$ cat config.mk
export PLATFORM = sky130hd
export DESIGN_NAME = burst_ctrl
export DESIGN_NICKNAME = d
export VERILOG_FILES = /design/src/rtl/burst_ctrl.sv
export SDC_FILE = /design/constraint.sdc
export NUM_CORES = 1
export LEC_CHECK = 0
export ABC_AREA = 1
export BUFFER_PORTS_ARGS = -buffer_cell sky130_fd_sc_hd__buf_2
export CORE_ASPECT_RATIO = 1.75
export CORE_MARGIN = 4
export CORE_UTILIZATION = 35
export CTS_CLUSTER_DIAMETER = 40
export CTS_CLUSTER_SIZE = 12
export DETAILED_ROUTE_END_ITERATION = 8
export PLACE_DENSITY = 0.57
export SKIP_CTS_REPAIR_TIMING = 1
export SLEW_MARGIN = 10
export SYNTH_ARGS = -nofsm -noshare
export SYNTH_HDL_FRONTEND = slang
export SYNTH_SLANG_ARGS = --single-unit
$ cat constraint.sdc
create_clock -name clk -period 1.7 [get_ports clk]
set_input_delay 0.17 -clock clk [delete_from_list [all_inputs] [get_ports clk]]
set_output_delay 0.17 -clock clk [all_outputs]
set_load 0.03 [all_outputs]
$ cat src/rtl/burst_ctrl.sv
// Interrupter burst sequencer: turns a trig level into bounded gate-drive bursts
// (prime on gen path, run on fb lock), enforces off-time, and latches faults.
module burst_ctrl #(
   parameter int unsigned CLK_MHZ    = 100,
   parameter int unsigned ON_MAX_US  = 200,
   parameter int unsigned OFF_MIN_US = 2000,
   parameter int unsigned FB_WAIT_US = 20
) (
   input  logic       clk,
   input  logic       rst,
   input  logic       trig,
   input  logic       lock,
   input  logic       ocd,
   input  logic       fault_clr,
   output logic       en,
   output logic       busy,
   output logic       fault,
   output logic [1:0] fault_code
);

   localparam int unsigned ON_MAX_CYC  = CLK_MHZ * ON_MAX_US;
   localparam int unsigned OFF_MIN_CYC = CLK_MHZ * OFF_MIN_US;
   localparam int unsigned FB_WAIT_CYC = CLK_MHZ * FB_WAIT_US;
   localparam int unsigned ON_W  = $clog2(ON_MAX_CYC + 1);
   localparam int unsigned OFF_W = $clog2(OFF_MIN_CYC + 1);
   localparam int unsigned FB_W  = $clog2(FB_WAIT_CYC + 1);

   localparam logic [1:0] CODE_NONE = 2'd0;
   localparam logic [1:0] CODE_OCD  = 2'd1;
   localparam logic [1:0] CODE_LOCK = 2'd2;

   typedef enum logic [2:0] {
      S_IDLE,
      S_PRIME,
      S_RUN,
      S_HOLDOFF,
      S_FAULT
   } state_t;

   state_t           state_q, state_d;
   logic [1:0]       code_q, code_d;
   logic [ON_W-1:0]  on_cnt_q, on_cnt_d;
   logic [FB_W-1:0]  fb_cnt_q, fb_cnt_d;
   logic [OFF_W-1:0] off_cnt_q, off_cnt_d;
   logic             trig_prev_q;

   logic [ON_W-1:0]  on_inc;
   logic [FB_W-1:0]  fb_inc;
   logic [OFF_W-1:0] off_inc;

   assign on_inc  = (on_cnt_q  == ON_W'(ON_MAX_CYC))   ? on_cnt_q  : on_cnt_q  + ON_W'(1);
   assign fb_inc  = (fb_cnt_q  == FB_W'(FB_WAIT_CYC))  ? fb_cnt_q  : fb_cnt_q  + FB_W'(1);
   assign off_inc = (off_cnt_q == OFF_W'(OFF_MIN_CYC)) ? off_cnt_q : off_cnt_q + OFF_W'(1);

   always_comb begin
      state_d   = state_q;
      code_d    = code_q;
      on_cnt_d  = on_cnt_q;
      fb_cnt_d  = fb_cnt_q;
      off_cnt_d = off_cnt_q;
      unique case (state_q)
         S_IDLE: begin
            on_cnt_d = '0;
            fb_cnt_d = '0;
            // Overcurrent beats a simultaneous trig rising edge.
            if (ocd) begin
               state_d = S_FAULT;
               code_d  = CODE_OCD;
            end else if (trig && !trig_prev_q) begin
               state_d = S_PRIME;
            end
         end
         S_PRIME, S_RUN: begin
            on_cnt_d = on_inc;
            if (state_q == S_PRIME) fb_cnt_d = fb_inc;
            if (ocd) begin
               state_d = S_FAULT;
               code_d  = CODE_OCD;
            end else if (state_q == S_PRIME && !lock && fb_cnt_q == FB_W'(FB_WAIT_CYC - 1)) begin
               state_d = S_FAULT;
               code_d  = CODE_LOCK;
            end else if (on_cnt_q == ON_W'(ON_MAX_CYC - 1) || !trig) begin
               state_d   = S_HOLDOFF;
               off_cnt_d = '0;
            end else if (state_q == S_PRIME && lock) begin
               state_d = S_RUN;
            end
         end
         S_HOLDOFF: begin
            if (ocd) begin
               state_d = S_FAULT;
               code_d  = CODE_OCD;
            end else if (off_cnt_q == OFF_W'(OFF_MIN_CYC - 1)) begin
               state_d = S_IDLE;
            end else begin
               off_cnt_d = off_inc;
            end
         end
         S_FAULT: begin
            if (fault_clr && !trig && !ocd) begin
               state_d   = S_HOLDOFF;
               code_d    = CODE_NONE;
               off_cnt_d = '0;
            end
         end
         default: state_d = S_IDLE;
      endcase
   end

   always_ff @(posedge clk) begin
      if (rst) begin
         state_q     <= S_IDLE;
         code_q      <= CODE_NONE;
         on_cnt_q    <= '0;
         fb_cnt_q    <= '0;
         off_cnt_q   <= '0;
         trig_prev_q <= 1'b1;
      end else begin
         state_q     <= state_d;
         code_q      <= code_d;
         on_cnt_q    <= on_cnt_d;
         fb_cnt_q    <= fb_cnt_d;
         off_cnt_q   <= off_cnt_d;
         trig_prev_q <= trig;
      end
   end

   assign en         = (state_q == S_PRIME) || (state_q == S_RUN);
   assign busy       = (state_q != S_IDLE);
   assign fault      = (state_q == S_FAULT);
   assign fault_code = code_q;

endmodule

==> summary.md <==
| Metric | Value |
|---|---|
| Starting Density | `0.363` |
| Cells after synthesis | `approximately 570` |
| RSZ-0062 raised after global routing | `true` |
| Layout area overhead | `35.6%` |
| Max VDD drop | `0.000793 V` |
| Post-synth EDFFs | `0` |
| Die span in x | `roughly 83 um` |
| Cell Pwr Density | `around 1500 mW/mm^2` |
| TritonCTS clock tree | `done` |
| Total global routing overflow | `0` |
| Worst-Skew Late Latency | `0.30 ns` |
| Clock transition at path regs | `approximately 0.080 ns` |
| Relative slew slack | `0.697` |
| Final setup vio count | `8` |
| Worst hold path type | `input port to flip-flop` |
| Synthesized cell area | `roughly 0.0035 sq mm` |
| Drt pass-1 iters | `5` |
| Routability cong. | `slightly above 0.9` |
| Filler cells | `~950` |
| Comb pwr share | `0.617` |
| Critical path arrival | `just under 2 ns` |
| I/O pin count | `11` |
| Row count | `47` |
| Kind of critical path | `flip-flop to flip-flop` |
| Final Hold Viols | `0` |
| Largest net degree at the start of global routing | `21` |
| N_diodes | `0` |
| P_sw | `approximately 0.003 W` |
| Final HPWL DP | `between 7000 and 8000 um` |
| Cts bufs inserted | `5` |
| Share of cells above drive strength 1 | `0.306` |
| Die ar. | `between 0.01 and 0.015 sq mm` |
| Fin crit period | `around 1.7 ns` |
| Worst Reg-to-Reg Cells | `12` |
| DRT Wirelength | `roughly 11000 um` |
| Sequential share of power | `0.212` |
| Post-synth top area share | `0.288` |
| Core footprint | `~0.0096 sq mm` |
| Nets | `649` |
| Lkg Pwr | `~1.8 nW` |
| Largest cells by area after synthesis | `dfxtp_1 (29%), nand2_1 (17%), nor2_1 (10%), nand3_1 (7.1%), inv_1 (6.4%)` |
| CTS root buf | `clkbuf_16` |
| Post-Synthesis Net Count | `579` |
| Antenna Nets Post-Route | `0` |
| Fmax achieved | `between 500 and 600 MHz` |
| PortBufs | `10` |
| GRT Total Usage | `0.166` |
| Area of the multi-input gates | `around 0.0024 sq mm` |
| Drc violations | `0` |
| CP Launch Type | `flip-flop` |
| Via-per-instance ratio | `a little over 5` |
| Total power | `around 0.0069 W` |
| Layout Skew | `about 0.011 ns` |
| Failing checks | `negative setup slack` |
| #FFs+latches synth | `50` |
| Vias in the first global route | `approximately 3500` |
| Clk buf depth | `2` |
| Mean Syn Cell Area | `between 6 and 7 sq um` |
| Initial antenna violation count | `0` |
| First-pass GRT wire length | `between 15000 and 20000 um` |
| Distinct cell type count after synthesis | `39` |
| Worst Path Max Fanout | `7` |
| Max_cap viols | `0` |
| H-tree depth | `2` |
| Hold path depth | `3` |
| Routed length per instance | `~14 um` |
| Fin crit share | `1.02` |
| Total number of vias | `just under 4000` |
| Initial DRC count | `roughly 200` |
| Final worst setup slack | `-0.0332 ns` |
| Clock Sinks | `50` |
| Ys flop type | `dfxtp_1` |
| Yosys top cell by area | `dfxtp_1` |
| Dpl cells | `around 730` |
| Async SR Flop Fraction | `0` |
| Req. time, crit path | `between 1.5 and 2 ns` |
| Flip-flop and latch area | `~0.0010 sq mm` |
| Fraction of power spent switching nets | `0.439` |
| Slew Viols, Final | `0` |
| Clock share of power | `0.171` |
| Outcome | `finished, violations left` |
| Yosys warns | `0` |
| Internal | `a little under 0.004 W` |
| Non-filler cells, final | `760` |
| Worst-Margin Slew | `about 0.45 ns` |
| Crit. End Element | `flip-flop` |
| Sequential area share after synthesis | `0.288` |
| Chip Height | `140 um` |
[final timing paths]
path	from	endpoint	slack (ns)
setup / recovery	fb_cnt_q[1]$_SDFFE_PP0P_	off_cnt_q[7]$_SDFFE_PP0P_	-0.03
hold / removal	trig	trig_prev_q$_SDFF_PP1_	0.12
setup reg to reg	fb_cnt_q[1]$_SDFFE_PP0P_	off_cnt_q[7]$_SDFFE_PP0P_	-0.03
hold reg to reg	fault_code[0]$_SDFFE_PP0P_	fault_code[0]$_SDFFE_PP0P_	0.44
[registers in the layout (all words and copies together), names as in the netlist]
signal	count
state_q	3
fb_cnt_q	11
trig_prev_q	1
off_cnt_q	18
fault_code	2
on_cnt_q	15
[through the flow]
stage | setup slack (ns) | util | instance area, sq um | TNS (ns) | hold WS (ns)
floorplan | 0.0166 | - | 3480 | 0 | 0.279
global placement | -0.0203 | 0.408 | 3910 | -0.0203 | 0.422
detailed placement | -0.0658 | 0.408 | 3910 | -0.138 | 0.424
CTS | -0.120 | 0.426 | 4080 | -0.381 | 0.110
global route | -0.125 | 0.492 | 4710 | -1.45 | 0.129
finish | -0.0332 | 0.492 | 4710 | -0.140 | 0.116
[power groups by stage]
stage	sequential, W	clock, W	combinational, W
CTS	0.00140	0.00122	0.00275
global placement	0.00143	0	0.00272
detailed placement	0.00143	0	0.00274
global route	0.00149	0.00127	0.00461
floorplan	0.00145	0	0.00196
finish	0.00147	0.00119	0.00428
[layout make-up]
cell class              count  area share
repair buffers             76       0.147
multi-input cells         437       0.508
clock buffers               5      0.0266
well taps                 122      0.0324
flip-flops and latches     50       0.219
inverters                  67      0.0571
clock inverters             3     0.00956
[placed cells by master (no fill, tap or decap), drive strengths merged]
cell type,count
nand2,163
nor2,100
buf,70
inv,65
nand3,61
dfxtp,50
a21oi,39
nor3,18
o21ai,16
clkbuf,11
nand4,10
o21bai,6
ha,6
xor2,5
or2,2
clkinvlp,2
clkinv,2
nor3b,2
o21a,1
a21o,1
and3,1
xnor2,1
nor2b,1
and2,1
a211oi,1
o211a,1
nor4,1
bufinv,1
[critical path: stages, from the launching register on]
cell,delay [ns]
dfxtp_4,0.37
ha_4,0.15
nand3_4,0.09
nor2_4,0.13
nand2_1,0.07
nor2_1,0.14
nor2_1,0.08
nand2_2,0.12
nand2_8,0.11
buf_6,0.14
nand2_8,0.09
nand2_4,0.05
a21oi_2,0.12
[cells by family after synthesis]
family | synth area share
adder cells (fa/ha/maj) | 0.0216
XOR/XNOR | 0.0151
buffers and inverters | 0.103
AND/OR/NAND/NOR | 0.460
flip-flops | 0.288
AO/OA/AOI/OAI | 0.112
[cell usage after synthesis (2+ instances only)]
| cell type | n |
|---|---|
| nand2_1 | 159 |
| buf_2 | 4 |
| nor3b_1 | 2 |
| or2_2 | 2 |
| nor3_1 | 17 |
| nor2_1 | 96 |
| inv_1 | 59 |
| o21bai_1 | 6 |
| inv_2 | 7 |
| nand2_2 | 2 |
| o21ai_0 | 15 |
| a21oi_2 | 10 |
| a21oi_1 | 29 |
| buf_6 | 2 |
| buf_4 | 2 |
| nor2_4 | 2 |
| nand3_2 | 12 |
| nand4_1 | 10 |
| ha_1 | 6 |
| clkbuf_1 | 4 |
| nor2_2 | 2 |
| xor2_1 | 5 |
| dfxtp_1 | 50 |
| nand3_1 | 49 |
[per-layer routing]
metal  global-route usage  up-vias  share of wire
met4               0.0741        0          0.036
met5                    0        -              0
met3               0.0219       30          0.023
li1                     -     1970              -
met1                0.164     1799           0.38
met2                0.335       67           0.56
Power figures use the tool's default switching activity.
